**src/rtl/wb_pkg.sv**
```systemverilog
// Shared constants and payload types for the writeback result arbiter.
package wb_pkg;

  localparam int unsigned FU_ARRAY   = 3;
  localparam int unsigned FU_SIZE    = 2;
  localparam int unsigned AR_SIZE    = 7;
  localparam int unsigned DATA_W     = 32;
  localparam int unsigned FIFO_DEPTH = 2;

  typedef logic [FU_SIZE-1:0] fu_idx_t;

  typedef struct packed {
    logic [AR_SIZE-1:0] tag;
    logic [DATA_W-1:0]  value;
  } wb_entry_t;

  // Round-robin successor: the slot after the last winner, wrapping at FU_ARRAY.
  function automatic fu_idx_t rr_next(input fu_idx_t idx);
    return (32'(idx) == FU_ARRAY - 1) ? '0 : idx + FU_SIZE'(1);
  endfunction

endpackage

```
**src/rtl/wb_result_arbiter_if.sv**
```systemverilog
// FU result inputs and result-bus outputs of the writeback arbiter.
interface wb_result_arbiter_if;
  import wb_pkg::*;

  logic                        flush_in;
  logic [FU_ARRAY-1:0]         fu_valid_in;
  logic [FU_ARRAY*AR_SIZE-1:0] fu_tag_in;
  logic [FU_ARRAY*DATA_W-1:0]  fu_value_in;
  logic [FU_ARRAY-1:0]         fu_ready_out;
  logic                        cdb_valid_out;
  logic [AR_SIZE-1:0]          cdb_tag_out;
  logic [DATA_W-1:0]           cdb_value_out;
  logic [FU_SIZE-1:0]          cdb_fu_out;
  logic                        overflow_out;

  modport slave (
    input  flush_in, fu_valid_in, fu_tag_in, fu_value_in,
    output fu_ready_out, cdb_valid_out, cdb_tag_out, cdb_value_out, cdb_fu_out, overflow_out
  );

  modport master (
    output flush_in, fu_valid_in, fu_tag_in, fu_value_in,
    input  fu_ready_out, cdb_valid_out, cdb_tag_out, cdb_value_out, cdb_fu_out, overflow_out
  );
endinterface

```
**src/rtl/wb_result_fifo.sv**
```systemverilog
// Per-FU result FIFO with synchronous flush; pointers wrap mod DEPTH (power of 2).
module wb_result_fifo
  import wb_pkg::*;
#(
  parameter int unsigned DEPTH = 2,
  parameter int unsigned CNT_W = $clog2(DEPTH) + 1
) (
  input  logic             clk,
  input  logic             rst,
  input  logic             flush,
  input  logic             push,
  input  logic             pop,
  input  wb_entry_t        din,
  output wb_entry_t        head,
  output logic             empty,
  output logic [CNT_W-1:0] count
);

  localparam int unsigned PTR_W = $clog2(DEPTH);

  wb_entry_t        mem_q [DEPTH];
  logic [PTR_W-1:0] rd_q, rd_d, wr_q, wr_d;
  logic [CNT_W-1:0] cnt_q, cnt_d;

  always_comb begin
    rd_d  = rd_q;
    wr_d  = wr_q;
    cnt_d = cnt_q;
    if (flush) begin
      rd_d  = '0;
      wr_d  = '0;
      cnt_d = '0;
    end else begin
      if (push) wr_d = wr_q + PTR_W'(1);
      if (pop)  rd_d = rd_q + PTR_W'(1);
      cnt_d = cnt_q + CNT_W'(push) - CNT_W'(pop);
    end
  end

  always_ff @(posedge clk or posedge rst) begin
    if (rst) begin
      rd_q  <= '0;
      wr_q  <= '0;
      cnt_q <= '0;
    end else begin
      rd_q  <= rd_d;
      wr_q  <= wr_d;
      cnt_q <= cnt_d;
    end
  end

  // Payload storage needs no reset; occupancy is tracked by cnt_q.
  always_ff @(posedge clk) begin
    if (push && !flush) mem_q[wr_q] <= din;
  end

  assign head  = mem_q[rd_q];
  assign empty = (cnt_q == '0);
  assign count = cnt_q;

endmodule

```
**src/rtl/wb_result_arbiter.sv**
```systemverilog
// Writeback arbiter: buffers FU results and broadcasts one (tag, value) per cycle, round-robin.
// Define WB_BYPASS_EN to let an input hitting an empty FIFO compete in the same cycle.
module wb_result_arbiter
  import wb_pkg::*;
(
  input  logic                clk,
  input  logic                rst,
  wb_result_arbiter_if.slave  bus
);

  localparam int unsigned CNT_W = $clog2(FIFO_DEPTH) + 1;

  wb_entry_t           in_entry [FU_ARRAY];
  wb_entry_t           head     [FU_ARRAY];
  logic [CNT_W-1:0]    count    [FU_ARRAY];
  logic [FU_ARRAY-1:0] empty, in_ok, has_room, eligible, win_sel, push, pop;

  logic      found;
  fu_idx_t   win_idx;
  wb_entry_t win_entry;

  fu_idx_t   rr_q, rr_d;
  logic      cdb_valid_q, cdb_valid_d;
  wb_entry_t cdb_entry_q, cdb_entry_d;
  fu_idx_t   cdb_fu_q, cdb_fu_d;
  logic      overflow_q, overflow_d;

  for (genvar i = 0; i < FU_ARRAY; i++) begin : g_fu
    assign in_entry[i].tag   = bus.fu_tag_in[i*AR_SIZE +: AR_SIZE];
    assign in_entry[i].value = bus.fu_value_in[i*DATA_W +: DATA_W];
    // Tag 0 is the hardwired zero register: never buffered, never broadcast.
    assign in_ok[i]    = bus.fu_valid_in[i] && (in_entry[i].tag != '0) && !bus.flush_in;
    assign has_room[i] = (count[i] < CNT_W'(FIFO_DEPTH));
    assign win_sel[i]  = found && (win_idx == FU_SIZE'(i));
    assign pop[i]      = win_sel[i] && !empty[i] && !bus.flush_in;
`ifdef WB_BYPASS_EN
    assign push[i]     = in_ok[i] && has_room[i] && !(win_sel[i] && empty[i]);
`else
    assign push[i]     = in_ok[i] && has_room[i];
`endif

    wb_result_fifo #(.DEPTH(FIFO_DEPTH), .CNT_W(CNT_W)) u_fifo (
      .clk   (clk),
      .rst   (rst),
      .flush (bus.flush_in),
      .push  (push[i]),
      .pop   (pop[i]),
      .din   (in_entry[i]),
      .head  (head[i]),
      .empty (empty[i]),
      .count (count[i])
    );
  end

`ifdef WB_BYPASS_EN
  assign eligible = ~empty | in_ok;
`else
  assign eligible = ~empty;
`endif

  // Round-robin search starting at rr_q.
  always_comb begin
    fu_idx_t cand;
    found   = 1'b0;
    win_idx = '0;
    for (int unsigned k = 0; k < FU_ARRAY; k++) begin
      cand = FU_SIZE'((32'(rr_q) + k) % FU_ARRAY);
      if (!found && eligible[cand]) begin
        found   = 1'b1;
        win_idx = cand;
      end
    end
    win_entry = head[win_idx];
`ifdef WB_BYPASS_EN
    if (empty[win_idx]) win_entry = in_entry[win_idx];
`endif
  end

  always_comb begin
    rr_d        = rr_q;
    cdb_valid_d = 1'b0;
    cdb_entry_d = cdb_entry_q;
    cdb_fu_d    = cdb_fu_q;
    overflow_d  = overflow_q || |(in_ok & ~has_room);
    if (bus.flush_in) begin
      rr_d = '0;
    end else if (found) begin
      rr_d        = rr_next(win_idx);
      cdb_valid_d = 1'b1;
      cdb_entry_d = win_entry;
      cdb_fu_d    = win_idx;
    end
  end

  always_ff @(posedge clk or posedge rst) begin
    if (rst) begin
      rr_q        <= '0;
      cdb_valid_q <= 1'b0;
      cdb_entry_q <= '0;
      cdb_fu_q    <= '0;
      overflow_q  <= 1'b0;
    end else begin
      rr_q        <= rr_d;
      cdb_valid_q <= cdb_valid_d;
      cdb_entry_q <= cdb_entry_d;
      cdb_fu_q    <= cdb_fu_d;
      overflow_q  <= overflow_d;
    end
  end

  assign bus.fu_ready_out  = has_room;
  assign bus.cdb_valid_out = cdb_valid_q;
  assign bus.cdb_tag_out   = cdb_entry_q.tag;
  assign bus.cdb_value_out = cdb_entry_q.value;
  assign bus.cdb_fu_out    = cdb_fu_q;
  assign bus.overflow_out  = overflow_q;

endmodule

```
**src/flat_wrapper.sv**
```systemverilog
// flat-port wrapper written by rule: the top's interface ports become plain ports
module wb_result_arbiter_flat import wb_pkg::*;
  (clk, rst, bus_flush_in, bus_fu_valid_in, bus_fu_tag_in, bus_fu_value_in, bus_fu_ready_out, bus_cdb_valid_out, bus_cdb_tag_out, bus_cdb_value_out, bus_cdb_fu_out, bus_overflow_out);
  wb_result_arbiter_if bus_i ();
  input  logic clk;
  input  logic rst;
  input wire logic [$bits(bus_i.flush_in)-1:0] bus_flush_in;
  input wire logic [$bits(bus_i.fu_valid_in)-1:0] bus_fu_valid_in;
  input wire logic [$bits(bus_i.fu_tag_in)-1:0] bus_fu_tag_in;
  input wire logic [$bits(bus_i.fu_value_in)-1:0] bus_fu_value_in;
  output wire logic [$bits(bus_i.fu_ready_out)-1:0] bus_fu_ready_out;
  output wire logic [$bits(bus_i.cdb_valid_out)-1:0] bus_cdb_valid_out;
  output wire logic [$bits(bus_i.cdb_tag_out)-1:0] bus_cdb_tag_out;
  output wire logic [$bits(bus_i.cdb_value_out)-1:0] bus_cdb_value_out;
  output wire logic [$bits(bus_i.cdb_fu_out)-1:0] bus_cdb_fu_out;
  output wire logic [$bits(bus_i.overflow_out)-1:0] bus_overflow_out;
  assign bus_i.flush_in = bus_flush_in;
  assign bus_i.fu_valid_in = bus_fu_valid_in;
  assign bus_i.fu_tag_in = bus_fu_tag_in;
  assign bus_i.fu_value_in = bus_fu_value_in;
  assign bus_fu_ready_out = bus_i.fu_ready_out;
  assign bus_cdb_valid_out = bus_i.cdb_valid_out;
  assign bus_cdb_tag_out = bus_i.cdb_tag_out;
  assign bus_cdb_value_out = bus_i.cdb_value_out;
  assign bus_cdb_fu_out = bus_i.cdb_fu_out;
  assign bus_overflow_out = bus_i.overflow_out;
  wb_result_arbiter u_core (.clk(clk), .rst(rst), .bus(bus_i));
endmodule
```
**config.mk**
```make
export PLATFORM = sky130hd
export DESIGN_NAME = wb_result_arbiter_flat
export DESIGN_NICKNAME = d
export VERILOG_FILES = /design/src/rtl/wb_pkg.sv /design/src/rtl/wb_result_arbiter_if.sv /design/src/rtl/wb_result_fifo.sv /design/src/rtl/wb_result_arbiter.sv /design/src/flat_wrapper.sv
export SDC_FILE = /design/constraint.sdc
export NUM_CORES = 1
export LEC_CHECK = 0
export ABC_CLOCK_PERIOD_IN_PS = 7920
export BUFFER_PORTS_ARGS = -buffer_cell sky130_fd_sc_hd__buf_2
export CORE_MARGIN = 2
export CORE_UTILIZATION = 62
export DETAILED_ROUTE_END_ITERATION = 10
export PLACE_DENSITY = 0.85
export RECOVER_POWER = 50
export REMOVE_ABC_BUFFERS = 1
export SYNTH_ARGS = -nofsm -noshare
export SYNTH_HDL_FRONTEND = slang
export SYNTH_SLANG_ARGS = --single-unit
```
**constraint.sdc**
```tcl
create_clock -name clk -period 7.92 [get_ports clk]
set_input_delay 0.792 -clock clk [delete_from_list [all_inputs] [get_ports clk]]
set_output_delay 0.792 -clock clk [all_outputs]
set_load 0.005 [all_outputs]
```
==> impl_results.md <==
* Status: finished with violations
* Violated checks: max-capacitance violations, max-slew violations
* Hold buffers post-CTS at 0
* Most common cell after layout, fill and taps aside: edfxtp_1
* Hold Path Class: input pin to flip-flop
* Final period utilization at 0.5873
* Overall Power at 5.235 mW
* Htree depth at 1
* CTS resizes at 0
* Register bit total from synthesis at 291
* Remaining DRCs at 0
* Final hold violations at 0
* Layout area overhead at 14.95%
* # fillers at 1310
* TritonCTS clock tree: done
* Die height at 143.5 um
* Synth Cell Area at 12070 sq um
* Clk_lat worst skew at 0.55 ns
* GRT overflow at 0
* Std cell rows at 51
* WL/cell at 23.41 um
* Final worst slack at 3.269 ns
* Post-Route WL at 28820 um
* First-pass detailed-route iteration total at 5
* Min Hold Slack at 0.4348 ns
* Clock Sink Count at 291
* Vias in the first global route at 7797
* CTS clk-pin slew, worst paths at 0.06 ns
* Port bufs at 168
* Slew headroom at -1.307
* First-pass GRT wire length at 43310 um
* Placement Setup Slack at 3.331 ns
* RSZ-0062 raised after global routing: false
* Sequential element share of the synthesized area at 0.7003
* Global Route Usage Sum at 0.2810
* Area of the core at 19270 sq um
* R2R cell count at 8
* Async set-reset flop share out of synthesis at 0.1959
* I/O pins at 169
* Most frequent cells in the layout: edfxtp_1, mux2i_1, clkbuf_1, buf_2, dfrtp_1
* CTS Root Buffer Type: clkbuf_16
* Largest net degree at the start of global routing at 102
* Via density per instance at 6.283
* Final TNS setup at 0 ns
* Setup violators final at 0
* Hold path depth at 1
* Worst slew pin tran at 3.460 ns
* Die width at 143.5 um
* Worst Setup End Kind: flip-flop
* Crit path DAT at 5.01 ns
* Critical path fanouts, max at 101
* Setup Fix Bufs, Post-CTS at 0
* PwrDens at 377.3 nW/um^2
* Mean post-synth cell area at 15.26 sq um
* Cell Chain, Critical Path: inv_1, ha_1, nand2b_1, nor2_1, a2111oi_4, a21o_4, nand2b_1, o311ai_0
* Final Max Slew Viols at 58
* Post-Syn Instances at 791
* Initial antenna violation count at 3
* Yosys warning total at 0
* Util after Layout at 0.7200
* Crit path top cell by count: nand2b_1
* Routability cong. at 0.8707
* Clk_skew at 0.01865 ns
* Crit path kind: flip-flop to flip-flop
* Clock tree buffer depth at 3
* Fmax achieved at 215.0 MHz
* Maximum VDD drop at 0.2128 mV
* Synth Flop Type: edfxtp_1
* TritonCTS Buffers at 27
* CP max-delay cell: ha_1
* DPL Wire Length at 16720 um
* Starting Density at 0.6263
* Vias at 7734
* Unique masters post-synth at 53
* Post-synth EDFFs at 234
* Max_cap viols at 1
* Crit path required time at 8.28 ns
* CP max stage delay at 1.05 ns
* Final net count at 1074
* Setup crit start kind: flip-flop
* Antenna Nets Post-Route at 0
* Die area at 20600 sq um
* Share of layout cells above drive strength 1 at 0.1611
* Initial DRC Count at 693
* Period minus WS final at 4.651 ns
* Static Leak at 4.907 nW
[state kept, by name (all words and copies together), names as in the netlist]
register                  flops
u_core.bus.cdb_valid_out      1
u_core.g_fu.u_fifo.count      6
u_core.g_fu.u_fifo.wr_q       3
u_core.rr_q                   2
u_core.bus.overflow_out       1
u_core.bus.cdb_value_out     32
u_core.g_fu.u_fifo.mem_q    234
u_core.g_fu.u_fifo.rd_q       3
u_core.bus.cdb_tag_out        7
u_core.bus.cdb_fu_out         2
[per-stage QoR]
step	cells	instance area [sq um]
5_1_grt	1229	13870
3_5_place_dp	1178	13100
4_1_cts	1227	13970
3_3_place_gp	1178	13100
6_report	1231	13870
2_1_floorplan	736	11800
[report_power, final]
group,leakage [nW],internal (mW),switching [mW]
Sequential,2.85,1.92,0.166
Combinational,1.63,0.706,1.17
Clock,0.428,0.747,0.531
[cell families (layout without fill, tap and decap cells)]
kind of cell,after synthesis,in the layout,synth area share
flip-flops,291,291,0.7003
AND/OR/NAND/NOR,163,163,0.07277
AO/OA/AOI/OAI,148,148,0.09993
multiplexers,103,103,0.08552
buffers and inverters,70,241,0.02705
adder cells (fa/ha/maj),9,9,0.009329
XOR/XNOR,7,7,0.005079
other,0,4,0
[worst paths after layout]
| kind | start | endpoint | slack, ns |
|---|---|---|---|
| worst max-delay path | u_core.rr_q[0]$_DFFE_PP0P_ | u_core.bus.cdb_value_out[16]$_DFFE_PP0P_ | 3.27 |
| worst min-delay path | bus_fu_value_in[35] | u_core.g_fu[1].u_fifo.mem_q[0][3]$_DFFE_PP_ | 0.43 |
| worst max register to register | u_core.rr_q[0]$_DFFE_PP0P_ | u_core.bus.cdb_value_out[16]$_DFFE_PP0P_ | 3.27 |
| worst min register to register | u_core.bus.overflow_out$_DFF_PP0_ | u_core.bus.overflow_out$_DFF_PP0_ | 0.47 |
| max in group asynchronous | rst | u_core.g_fu[0].u_fifo.rd_q$_DFFE_PP0P_ | 4.13 |
| min in group asynchronous | rst | u_core.bus.cdb_tag_out[1]$_DFFE_PP0P_ | 1.59 |
[synthesized netlist by cell type (all sizes together), types with 3 or more instances]
cell type	count	area, sq um
edfxtp	234	7027
mux2i	102	1021
dfrtp	57	1426
nor2	37	148.9
a2111oi	35	325.3
a21oi	32	160.2
clkbuf	29	112.6
nand2	27	101.4
buf	26	157.7
nor2b	24	150.1
or3	23	143.9
a22o	22	192.7
nor3	22	110.1
o311ai	22	192.7
a211o	18	157.7
inv	15	56.30
ha	9	112.6
nor3b	7	52.55
xnor2	6	52.55
o21ai	5	25.02
and2	4	25.02
and3	4	25.02
or2	4	25.03
a211oi	3	52.55
nand2b	3	18.77
nor4	3	18.77
or4	3	22.52
[area by class of cell]
| type | instances | area [sq um] | share of cell area |
|---|---|---|---|
| flip-flops and latches | 291 | 8457 | 0.6095 |
| multi-input cells | 430 | 3342 | 0.2409 |
| clock buffers | 46 | 838.3 | 0.06042 |
| repair buffers | 177 | 800.8 | 0.05771 |
| well taps | 265 | 331.6 | 0.02390 |
| inverters | 15 | 56.30 | 0.004058 |
| clock inverters | 3 | 38.79 | 0.002796 |
| diodes | 4 | 10.01 | 0.0007214 |
[metal layers]
metal / up-vias / wire, um / track usage
met5: - / 0 / 0
met3: 86 / 2250 / 0.03932
met1: 3866 / 11110 / 0.3726
li1: 3390 / - / -
met2: 392 / 14440 / 0.4742
met4: 0 / 1010 / 0.1130
[critical path: cells and delay by family (launching register included)]
kind                     cells  cell delay (ns)
flip-flops                   1             0.40
AO/OA/AOI/OAI                3             1.64
AND/OR/NAND/NOR              3             1.27
buffers and inverters        1             0.09
adder cells (fa/ha/maj)      1             1.05
Note: power is estimated with default switching activity, not from simulation.
